## src/rtl/counter_pkg.sv

```systemverilog
// Shared types and defaults for the up-counter sequencing controller.
// Imported by the controller and its counter core.
package counter_pkg;

   typedef enum logic [1:0] {
      IDLE = 2'd0,
      RUN  = 2'd1,
      HOLD = 2'd2,
      DONE = 2'd3
   } state_t;

   localparam int CNT_WIDTH   = 4;
   localparam int CNT_PRESC_W = 4;

endpackage

```

## src/rtl/counter_core.sv

```systemverilog
// WIDTH-bit up-counter register with synchronous load and enable.
// Load takes priority over the increment enable.
module counter_core
   import counter_pkg::*;
#(
   parameter int WIDTH = CNT_WIDTH
) (
   input  logic             clock,
   input  logic             res,
   input  logic             load,
   input  logic [WIDTH-1:0] d,
   input  logic             en,
   output logic [WIDTH-1:0] q
);

   // count register: load wins, otherwise wrap-around increment
   always_ff @(posedge clock or negedge res) begin
      if (!res) begin
         q <= '0;
      end else if (load) begin
         q <= d;
      end else if (en) begin
         q <= q + 1'b1;
      end
   end

endmodule

```

## src/rtl/counter_seq_ctrl.sv

```systemverilog
// Sequencing controller: start/stop/pause, prescaler, limit and reload
// around an embedded counter_core; emits a registered terminal pulse.
module counter_seq_ctrl
   import counter_pkg::*;
#(
   parameter int WIDTH   = CNT_WIDTH,
   parameter int PRESC_W = CNT_PRESC_W
) (
   input  logic               clock,
   input  logic               res,
   input  logic               start,
   input  logic               stop,
   input  logic               pause,
   input  logic [WIDTH-1:0]   load_val,
   input  logic [WIDTH-1:0]   limit,
   input  logic [PRESC_W-1:0] presc,
   input  logic               auto_reload,
   output logic [WIDTH-1:0]   count,
   output logic               busy,
   output logic               tc,
   output logic               done
);

   state_t               state_q;
   state_t               state_d;
   logic [PRESC_W-1:0]   pcnt_q;
   logic [PRESC_W-1:0]   pcnt_d;
   logic [WIDTH-1:0]     sh_load;
   logic [WIDTH-1:0]     sh_limit;
   logic [PRESC_W-1:0]   sh_presc;
   logic                 sh_auto;
   logic                 latch;
   logic                 tc_q;
   logic                 tc_d;
   logic                 core_load;
   logic                 core_en;
   logic [WIDTH-1:0]     core_d;

   counter_core #(
      .WIDTH (WIDTH)
   ) u_core (
      .clock (clock),
      .res   (res),
      .load  (core_load),
      .d     (core_d),
      .en    (core_en),
      .q     (count)
   );

   // state, prescaler, shadow config and terminal pulse registers
   always_ff @(posedge clock or negedge res) begin
      if (!res) begin
         state_q  <= IDLE;
         pcnt_q   <= '0;
         sh_load  <= '0;
         sh_limit <= '0;
         sh_presc <= '0;
         sh_auto  <= 1'b0;
         tc_q     <= 1'b0;
      end else begin
         state_q <= state_d;
         pcnt_q  <= pcnt_d;
         tc_q    <= tc_d;
         if (latch) begin
            sh_load  <= load_val;
            sh_limit <= limit;
            sh_presc <= presc;
            sh_auto  <= auto_reload;
         end
      end
   end

   // next state, prescaler step and counter-core control
   // a HOLD edge with pause released already advances like RUN, so the
   // step lands after exactly the prescale cycles left before the pause
   always_comb begin
      state_d   = state_q;
      pcnt_d    = pcnt_q;
      latch     = 1'b0;
      tc_d      = 1'b0;
      core_load = 1'b0;
      core_en   = 1'b0;
      core_d    = sh_load;
      if (stop) begin
         state_d = IDLE;
         pcnt_d  = '0;
      end else if (start) begin
         state_d   = RUN;
         pcnt_d    = '0;
         latch     = 1'b1;
         core_load = 1'b1;
         core_d    = load_val;
      end else begin
         case (state_q)
            RUN, HOLD: begin
               if (pause) begin
                  state_d = HOLD;
               end else begin
                  state_d = RUN;
                  if (pcnt_q == sh_presc) begin
                     pcnt_d = '0;
                     if (count == sh_limit) begin
                        tc_d = 1'b1;
                        if (sh_auto) begin
                           core_load = 1'b1;
                        end else begin
                           state_d = DONE;
                        end
                     end else begin
                        core_en = 1'b1;
                     end
                  end else begin
                     pcnt_d = pcnt_q + 1'b1;
                  end
               end
            end
            default: begin
            end
         endcase
      end
   end

   // status decode from the registered state
   always_comb begin
      busy = (state_q == RUN) || (state_q == HOLD);
      done = (state_q == DONE);
      tc   = tc_q;
   end

endmodule

```

## config.mk

```make
export PLATFORM = sky130hd
export DESIGN_NAME = counter_seq_ctrl
export DESIGN_NICKNAME = d
export VERILOG_FILES = /design/src/rtl/counter_pkg.sv /design/src/rtl/counter_core.sv /design/src/rtl/counter_seq_ctrl.sv
export SDC_FILE = /design/constraint.sdc
export NUM_CORES = 1
export LEC_CHECK = 0
export ABC_AREA = 1
export CAP_MARGIN = 20
export CELL_PAD_IN_SITES_DETAIL_PLACEMENT = 1
export CELL_PAD_IN_SITES_GLOBAL_PLACEMENT = 1
export CORE_MARGIN = 5
export CORE_UTILIZATION = 40
export DETAILED_ROUTE_END_ITERATION = 7
export PLACE_DENSITY = 0.88
export SLEW_MARGIN = 20
export SYNTH_ARGS = -nofsm -noshare
export SYNTH_HDL_FRONTEND = slang
export SYNTH_SLANG_ARGS = --single-unit
```

## constraint.sdc

```tcl
create_clock -name clock -period 3.25 [get_ports clock]
set_clock_uncertainty 0.05 [all_clocks]
set_input_delay 0.4875 -clock clock [delete_from_list [all_inputs] [get_ports clock]]
set_output_delay 0.4875 -clock clock [all_outputs]
set_load 0.03 [all_outputs]
```

==> metrics.txt <==
status complete, no violations; Slew HR 58.15%; post-synthesis sequential area ratio 43.40%; FF-to-FF path depth 10; number of post-CTS setup repair buffers 0; diode count 0; crit-path max cell delay 500 ps; DRT Wirelength 3465 um; Syn Nets 198; CTS tree done; R2R setup slack 1410 ps; I/O pin cnt 25; routed vias 1,230; post-synth top area cell dfrtp_1; post-route DRC violation count 0; power per cell area 472.6 nW/um2; vias in the first global route 1,386; Final Hold Vio Count 0; VDD IR-drop max 246.9 uV; initial antenna violation count 0; Slowest-stage cell, CP clkdlybuf4s50_1; Arrival @ worst endpoint 2490 ps; critical path's most frequent cell nand2_1; Worst Setup Path Type in -> reg; post-layout min period 2313 ps; Worst Hold Margin 451.2 ps; row count 21; Yosys warning total 0; Die Width 68.82 um; Syn Area/Cell 7.818 um2; share of cells above drive strength 1 14.78%; R2R Path Start state_q[1]$_DFFE_PN0P_; Layout Nets 225; Initial Util 41.47%; Layout area overhead 24.23%; vias per cell 4.940; unrepaired setup endpoints after global routing false; GP Congestion 0.8315; Max Cap Viol 0; commonest non-fill, non-tap cells in the layout nand2_1 (62), clkdlybuf4s50_1 (24), dfrtp_1 (24), inv_1 (18), o21ai_0 (14); global-route wire length before repair 6196 um; IO buf count 24; Worst EP required 3430 ps; Leak 0.0008653 uW; CTS Sinks 24; worst min path class in -> async; reg2reg end u_core.q[0]$_DFFE_PN0P_; top cells by area, synth dfrtp_1 (43%), nand2_1 (17%), o21ai_0 (5.1%); Crit path max-delay family buffers and inverters; All-Layer GR Usage 17.54%; CP Cell Sequence clkdlybuf4s50_1 -> nand2_1 -> inv_1 -> or2_2 -> o21ai_0 -> nand2_1 -> nand2_1 -> inv_1; drt pass-1 iters 4; worst slew pin tran 627.1 ps; f_max 0.4323 GHz; largest net degree at the start of global routing 25; period utilization 71.18%; mapped cell area 1384 um2; TritonCTS Buffers 3; post-CTS sizing 0; routed len/inst 13.92 um; setup tns final 0 ps; CTS max path bufs 2; CP Capture Type flop; Iteration-0 DRC Markers 33; grt total ovfl 0; hold_buf cts 0; cell count after synthesis 177; number of synthesized register bits 24; die height 68.82 um; Worst setup SP type input port; Synth top area share 43.40%; area of the core 3337 um2; Antenna Violating Nets Remaining 0; Cell variety after synth 25; Worst-Skew Late Latency 330 ps; clk slew on worst S/H paths 150 ps; worst path bufs/invs 3; commonest non-fill, non-tap cell in the layout nand2_1; Max Fanout on Critical Path 23; die area 4736 um2; hpwl dp 2739 um; Root Buffer clkbuf_4; final setup fails 0; Final Max Slew Viols 0; H-tree Lvls 1
==> cells in the mapped netlist (all sizes together) <==
library cell   n
nand3          9
or2            2
o21ai         14
nand2         69
inv           26
dfrtp         24
o22ai          1
nand4          7
ha             3
clkbuf         2
xor2           4
a211oi         1
a21oi          2
nor4           1
xnor2          1
nor2          10
buf            1
==> kinds of logic after synthesis <==
family / Yosys count / share of synthesized area, %
compound gates: 18 / 6.782
fa+ha+maj: 3 / 2.713
simple gates: 98 / 35.26
buf+inv: 29 / 8.679
flops: 24 / 43.40
xor+xnor: 5 / 3.164
==> metal layers <==
layer,part of all wire [%],track usage [%],up-vias
met5,0,0,-
met4,1.8,6.569,0
met3,2.5,2.593,7
met2,56,33.85,15
met1,39,19.01,599
li1,-,-,609
==> power by group <==
group	switching (uW)	leakage, uW	total, uW	internal, uW
Combinational	140	0.000537	231	90.8
Clock	96.6	0.0000279	221	125
Sequential	29.3	0.000301	360	331
Total	266	0.000865	812	546
==> registers in the layout (all words and copies together) (netlist names) <==
signal and count:
pcnt_q 4, sh_limit 4, sh_load 4, sh_presc 4, u_core.q 4, state_q 2, sh_auto 1, tc 1
==> final cells by class <==
type,instances,area (um2)
multi-input cells,124,663.1
well taps,46,57.56
inverters,26,97.59
clock buffers,3,22.52
repair buffers,25,247.7
clock inverters,1,30.03
fillers,437,1618
flip-flops and latches,24,600.6
==> stage by stage <==
step	instances	area, um2	total power (uW)	worst slack [ps]	utilization, %
final	249	1719	812.4	936.7	51.52
after global routing	249	1719	865.1	764.5	51.52
after CTS	249	1719	823.3	924.3	51.52
after detailed placement	245	1667	599.9	590.1	49.94
after global placement	245	1667	584.3	709.1	49.94
after floorplan	177	1384	512.3	1425	-
==> worst max path at each step <==
| stage | startpoint | end | slack [ps] | cells after the start |
|---|---|---|---|---|
| floorplan | state_q[0]$_DFFE_PN0P_ | u_core.q[3]$_DFFE_PN0P_ | 1430 | 10 |
| global placement | start | u_core.q[3]$_DFFE_PN0P_ | 710 | 8 |
| detailed placement | start | u_core.q[0]$_DFFE_PN0P_ | 590 | 8 |
| CTS | start | u_core.q[0]$_DFFE_PN0P_ | 920 | 8 |
| global route | start | u_core.q[3]$_DFFE_PN0P_ | 760 | 8 |
| finish | start | u_core.q[0]$_DFFE_PN0P_ | 940 | 8 |
Power figures use the tool's default switching activity.
==> RTL edit 1, RTL diff (same flow settings) <==
Set the package constant `CNT_PRESC_W` to 3 (it was 4).
--- a/src/rtl/counter_pkg.sv
+++ b/src/rtl/counter_pkg.sv
@@ -12,3 +12,3 @@
    localparam int CNT_WIDTH   = 4;
-   localparam int CNT_PRESC_W = 4;
+   localparam int CNT_PRESC_W = 3;
 
Interface: changed (resized presc); port bits go from 25 to 24. The function was not compared with the original's and may differ.
==> RTL edit 1 against the original RTL <==
Synthesized cell count down 18%; setup slack lost 0.039 ns; cell area shrank 12%; sequential cell count decreased by 2; synthesized area decreased by 12%; routed wire length down 16%; final cell count decreased by 18%; via count fell by 18%; power shrank 15%; first-iteration DRC count shrank 24%; hold slack lost 0.38 ns; largest cell class unchanged.
==> RTL edit 1: results <==
{
  "outcome": "completed",
  "drc": 0,
  "grt_pass1_vias": 1121,
  "io_buffer_count": 23,
  "async_reset_ff_share_pct": 100,
  "r2r_setup_slack_ns": 1.56,
  "cp_max_fo": 7,
  "synthTopCellsByArea": "dfrtp_1, nand2_1, inv_1",
  "cts.reportedPaths.clkPinSlew_ns": 0.13,
  "dp.cells": 200,
  "totalWireLength_um": 2900,
  "ff2ff_path_depth": 8,
  "antenna_found_initial": 0,
  "drive_gt1_share_pct": 15.8,
  "p_leak_nw": 0.783,
  "dp_hpwl_um": 2280,
  "reg_top3": "sh_limit x4, sh_load x4, u_core.q x4",
  "yosysSeqAreaShare_pct": 45.3,
  "nNetsFinal": 192,
  "synth_commonest_cells": "nand2_1, dfrtp_1, inv_1",
  "gp_congestion": 0.790,
  "slowest_stage": "clkdlybuf4s50_1",
  "ys_types": 23,
  "syn-num-nets": 165,
  "arrival_ns": 1.82,
  "firstDrtPassIters": 6,
  "drtIter0Drc": 25,
  "relSlewSlack_pct": 58.0,
  "syn-instance-count": 145,
  "track_usage_pct": 16.1,
  "slowest_delay_ns": 0.71,
  "core_area_mm2": 0.00298,
  "vias_per_cell": 4.96,
  "fillers": 374,
  "clock_latency_ns": 0.31,
  "peakVddDrop_mv": 0.186,
  "wl_per_cell_um": 14.2,
  "grt_max_degree": 23,
  "placed_area_mm2": 0.00148,
  "post_cts_buffers": 0,
  "grt_pass1_wl_um": 5250
}
==> RTL edit 1: cell count changes after synthesis, sizes merged, moves of 2 or more <==
cell and change:
a21oi +7, inv -2, nand3 +4, nand2 -28
mux2 +3, nand4 -4, xor2 -2, o21ai -8
dfrtp -2, or2 -2, nor2 +3
==> RTL edit 1: path summary, 6_finish.rpt <==
check | startpoint | endpoint
worst max-delay path | state_q[1] | busy
worst min-delay path | res | sh_load[1]
worst max register to register | state_q[1] | u_core.q[1]
worst min register to register | sh_load[2] | sh_load[2]
max in group asynchronous | res | pcnt_q[2]
min in group clock | sh_load[2] | sh_load[2]
==> RTL edit 1: per-layer routing <==
| layer | share of wire [%] | wire length, um | track usage [%] |
|---|---|---|---|
| met1 | 43 | 1250 | 19.9 |
| met2 | 52 | 1500 | 27.7 |
| met3 | 3.5 | 101 | 3.08 |
| met4 | 1.5 | 44 | 6.22 |
| met5 | 0 | 0 | 0 |
==> RTL edit 1: cells by family after synthesis <==
logic type,share of synthesized area (%)
flops,45.3
mux,2.78
buf+inv,8.86
xor+xnor,2.78
compound gates,7.31
fa+ha+maj,3.09
simple gates,29.9
==> RTL edit 1: area by class of cell <==
type	count	share of cell area, %
Clock buffer	4	2.41
Sequential cell	22	36.5
Inverter	24	5.98
Multi-Input combinational cell	97	36.9
Tap cell	33	2.74
Timing Repair Buffer	24	15.4
==> RTL edit 1: metrics by stage <==
| step | setup WS [ns] | utilization [%] | hold WS, ns |
|---|---|---|---|
| after floorplan | 1.55 | - | 0.142 |
| after global placement | 0.968 | 49.6 | 0.430 |
| after detailed placement | 0.864 | 49.6 | 0.442 |
| after CTS | 0.888 | 50.8 | 0.473 |
| after global routing | 0.821 | 50.6 | 0.100 |
| final | 0.897 | 50.6 | 0.0736 |
==> RTL edit 1: where the power goes <==
part,total (mW),internal [mW],switching (mW)
combinational,0.203,0.0840,0.120
clock,0.156,0.0684,0.0876
sequential,0.331,0.304,0.0262
==> RTL edit 2, RTL diff (same flow settings) <==
Without the edit above. Register the output `count`, without a reset; this adds one clock of latency there. The other outputs are not delayed to match.
--- a/src/rtl/counter_seq_ctrl.sv
+++ b/src/rtl/counter_seq_ctrl.sv
@@ -22,2 +22,4 @@
 );
+
+   logic [WIDTH-1:0] count_d;
 
@@ -46,3 +48,3 @@
       .en    (core_en),
-      .q     (count)
+      .q     (count_d)
    );
@@ -101,3 +103,3 @@
                      pcnt_d = '0;
-                     if (count == sh_limit) begin
+                     if (count_d == sh_limit) begin
                         tc_d = 1'b1;
@@ -129,2 +131,6 @@
 
+   always_ff @(posedge clock) begin
+      count <= count_d;
+   end
+
 endmodule
Formal check against the unedited RTL: not equivalent (a bounded check fails within 4 cycles, from zero or initial values).
==> RTL edit 2 against the original RTL <==
Non-clock buffer count increased by 1; setup slack improved by 0.10 ns; core utilization decreased by 0.79 points; die area increased by 5.2%; synthesized area increased by 6.1%; routed wire length decreased by 7.9%; sequential power increased by 15%; sequential cell count increased by 4; maximum frequency increased by 4.5%; power increased by 4.9%; cell area increased by 6.4%.
==> RTL edit 2: results <==
{
  "yosysSeqAreaShare_pct": 46.4,
  "grt_util_met3_pct": 4.12,
  "synth-compound-area-share_pct": 7.16,
  "fin_cells": 256,
  "wl_met3_um": 157,
  "setup_viol": 0,
  "arrival_ns": 1.68,
  "placed_area_mm2": 0.00177,
  "root_buffer": "clkbuf_8",
  "yosysWarnings": 0,
  "powerSeq_mw": 0.415,
  "synth_commonest_cells": "nand2_1, dfrtp_1, inv_1",
  "wl_met1_um": 1470,
  "drive_gt1_share_pct": 14.4,
  "synthAdderAreaFrac_pct": 2.56,
  "synthTopCellsByArea": "dfrtp_1, nand2_1, dfxtp_1",
  "drtIter0Drc": 51,
  "wl_per_cell_um": 12.5,
  "slowest_delay_ns": 0.68,
  "cp_max_fo": 3,
  "dp.cells": 252,
  "cts_buffer_depth": 2,
  "cts.reportedPaths.clkPinSlew_ns": 0.09,
  "synth_xor_area_share_pct": 2.98,
  "async_reset_ff_share_pct": 85.7,
  "dp_slack_ns": 1.09,
  "nNetsFinal": 230,
  "layout_commonest_cell": "nand2_1",
  "peakVddDrop_mv": 0.232,
  "top_layer": "met4",
  "grt_pass1_wl_um": 5640,
  "power_mw": 0.852,
  "grt_pass1_vias": 1247,
  "ys_types": 28,
  "switching_share_pct": 31.2,
  "outcome": "completed",
  "vias_per_cell": 4.68,
  "grt_max_degree": 25,
  "gp_congestion": 0.776,
  "io_buffer_count": 24,
  "htree_num_levels": 1,
  "syn-instance-count": 180,
  "holdCritStartpoint": "u_core.q[3]",
  "relSlewSlack_pct": 75.6,
  "holdCritPathClass": "reg -> reg",
  "critPathKind": "reg -> out",
  "p_leak_nw": 0.903,
  "track_usage_pct": 13.8,
  "syn-num-nets": 201,
  "tns_ns": 0,
  "synth_top_area_share_pct": 40.9,
  "dp_hpwl_um": 2540,
  "met2_length_um": 1550,
  "met1_usage_pct": 18.6,
  "synth.area.mux_share_pct": 0,
  "fillers": 433,
  "r2r-start": "state_q[0]",
  "power_frac_comb_pct": 26.1,
  "clock_latency_ns": 0.27,
  "use_met2_pct": 22.7
}
==> RTL edit 2: cell types whose count changed after synthesis, sizes merged <==
cell	before	now
or2	2	3
nand2	69	65
dfxtp	0	4
nand3	9	8
nor3	0	1
a31oi	0	1
bufinv	0	1
o21ai	14	15
clkbuf	2	1
==> RTL edit 2: cell type report <==
type | instances | area (um2) | area share [%]
clock buffer | 4 | 55.1 | 3.01
inverter | 27 | 115 | 6.29
multi-input combinational | 123 | 663 | 36.3
sequential | 28 | 681 | 37.2
tap | 48 | 60.1 | 3.28
timing repair buffer | 26 | 255 | 14.0
==> RTL edit 2: worst paths after layout <==
check	to	slack [ns]	cells past startpoint
max in group asynchronous	sh_limit[1]	2.40	2
worst max register to register	u_core.q[0]	1.46	11
worst min-delay path	count[3]	0.41	0
worst max-delay path	busy	1.04	2
worst min register to register	count[3]	0.41	0
min in group asynchronous	sh_presc[2]	0.51	2
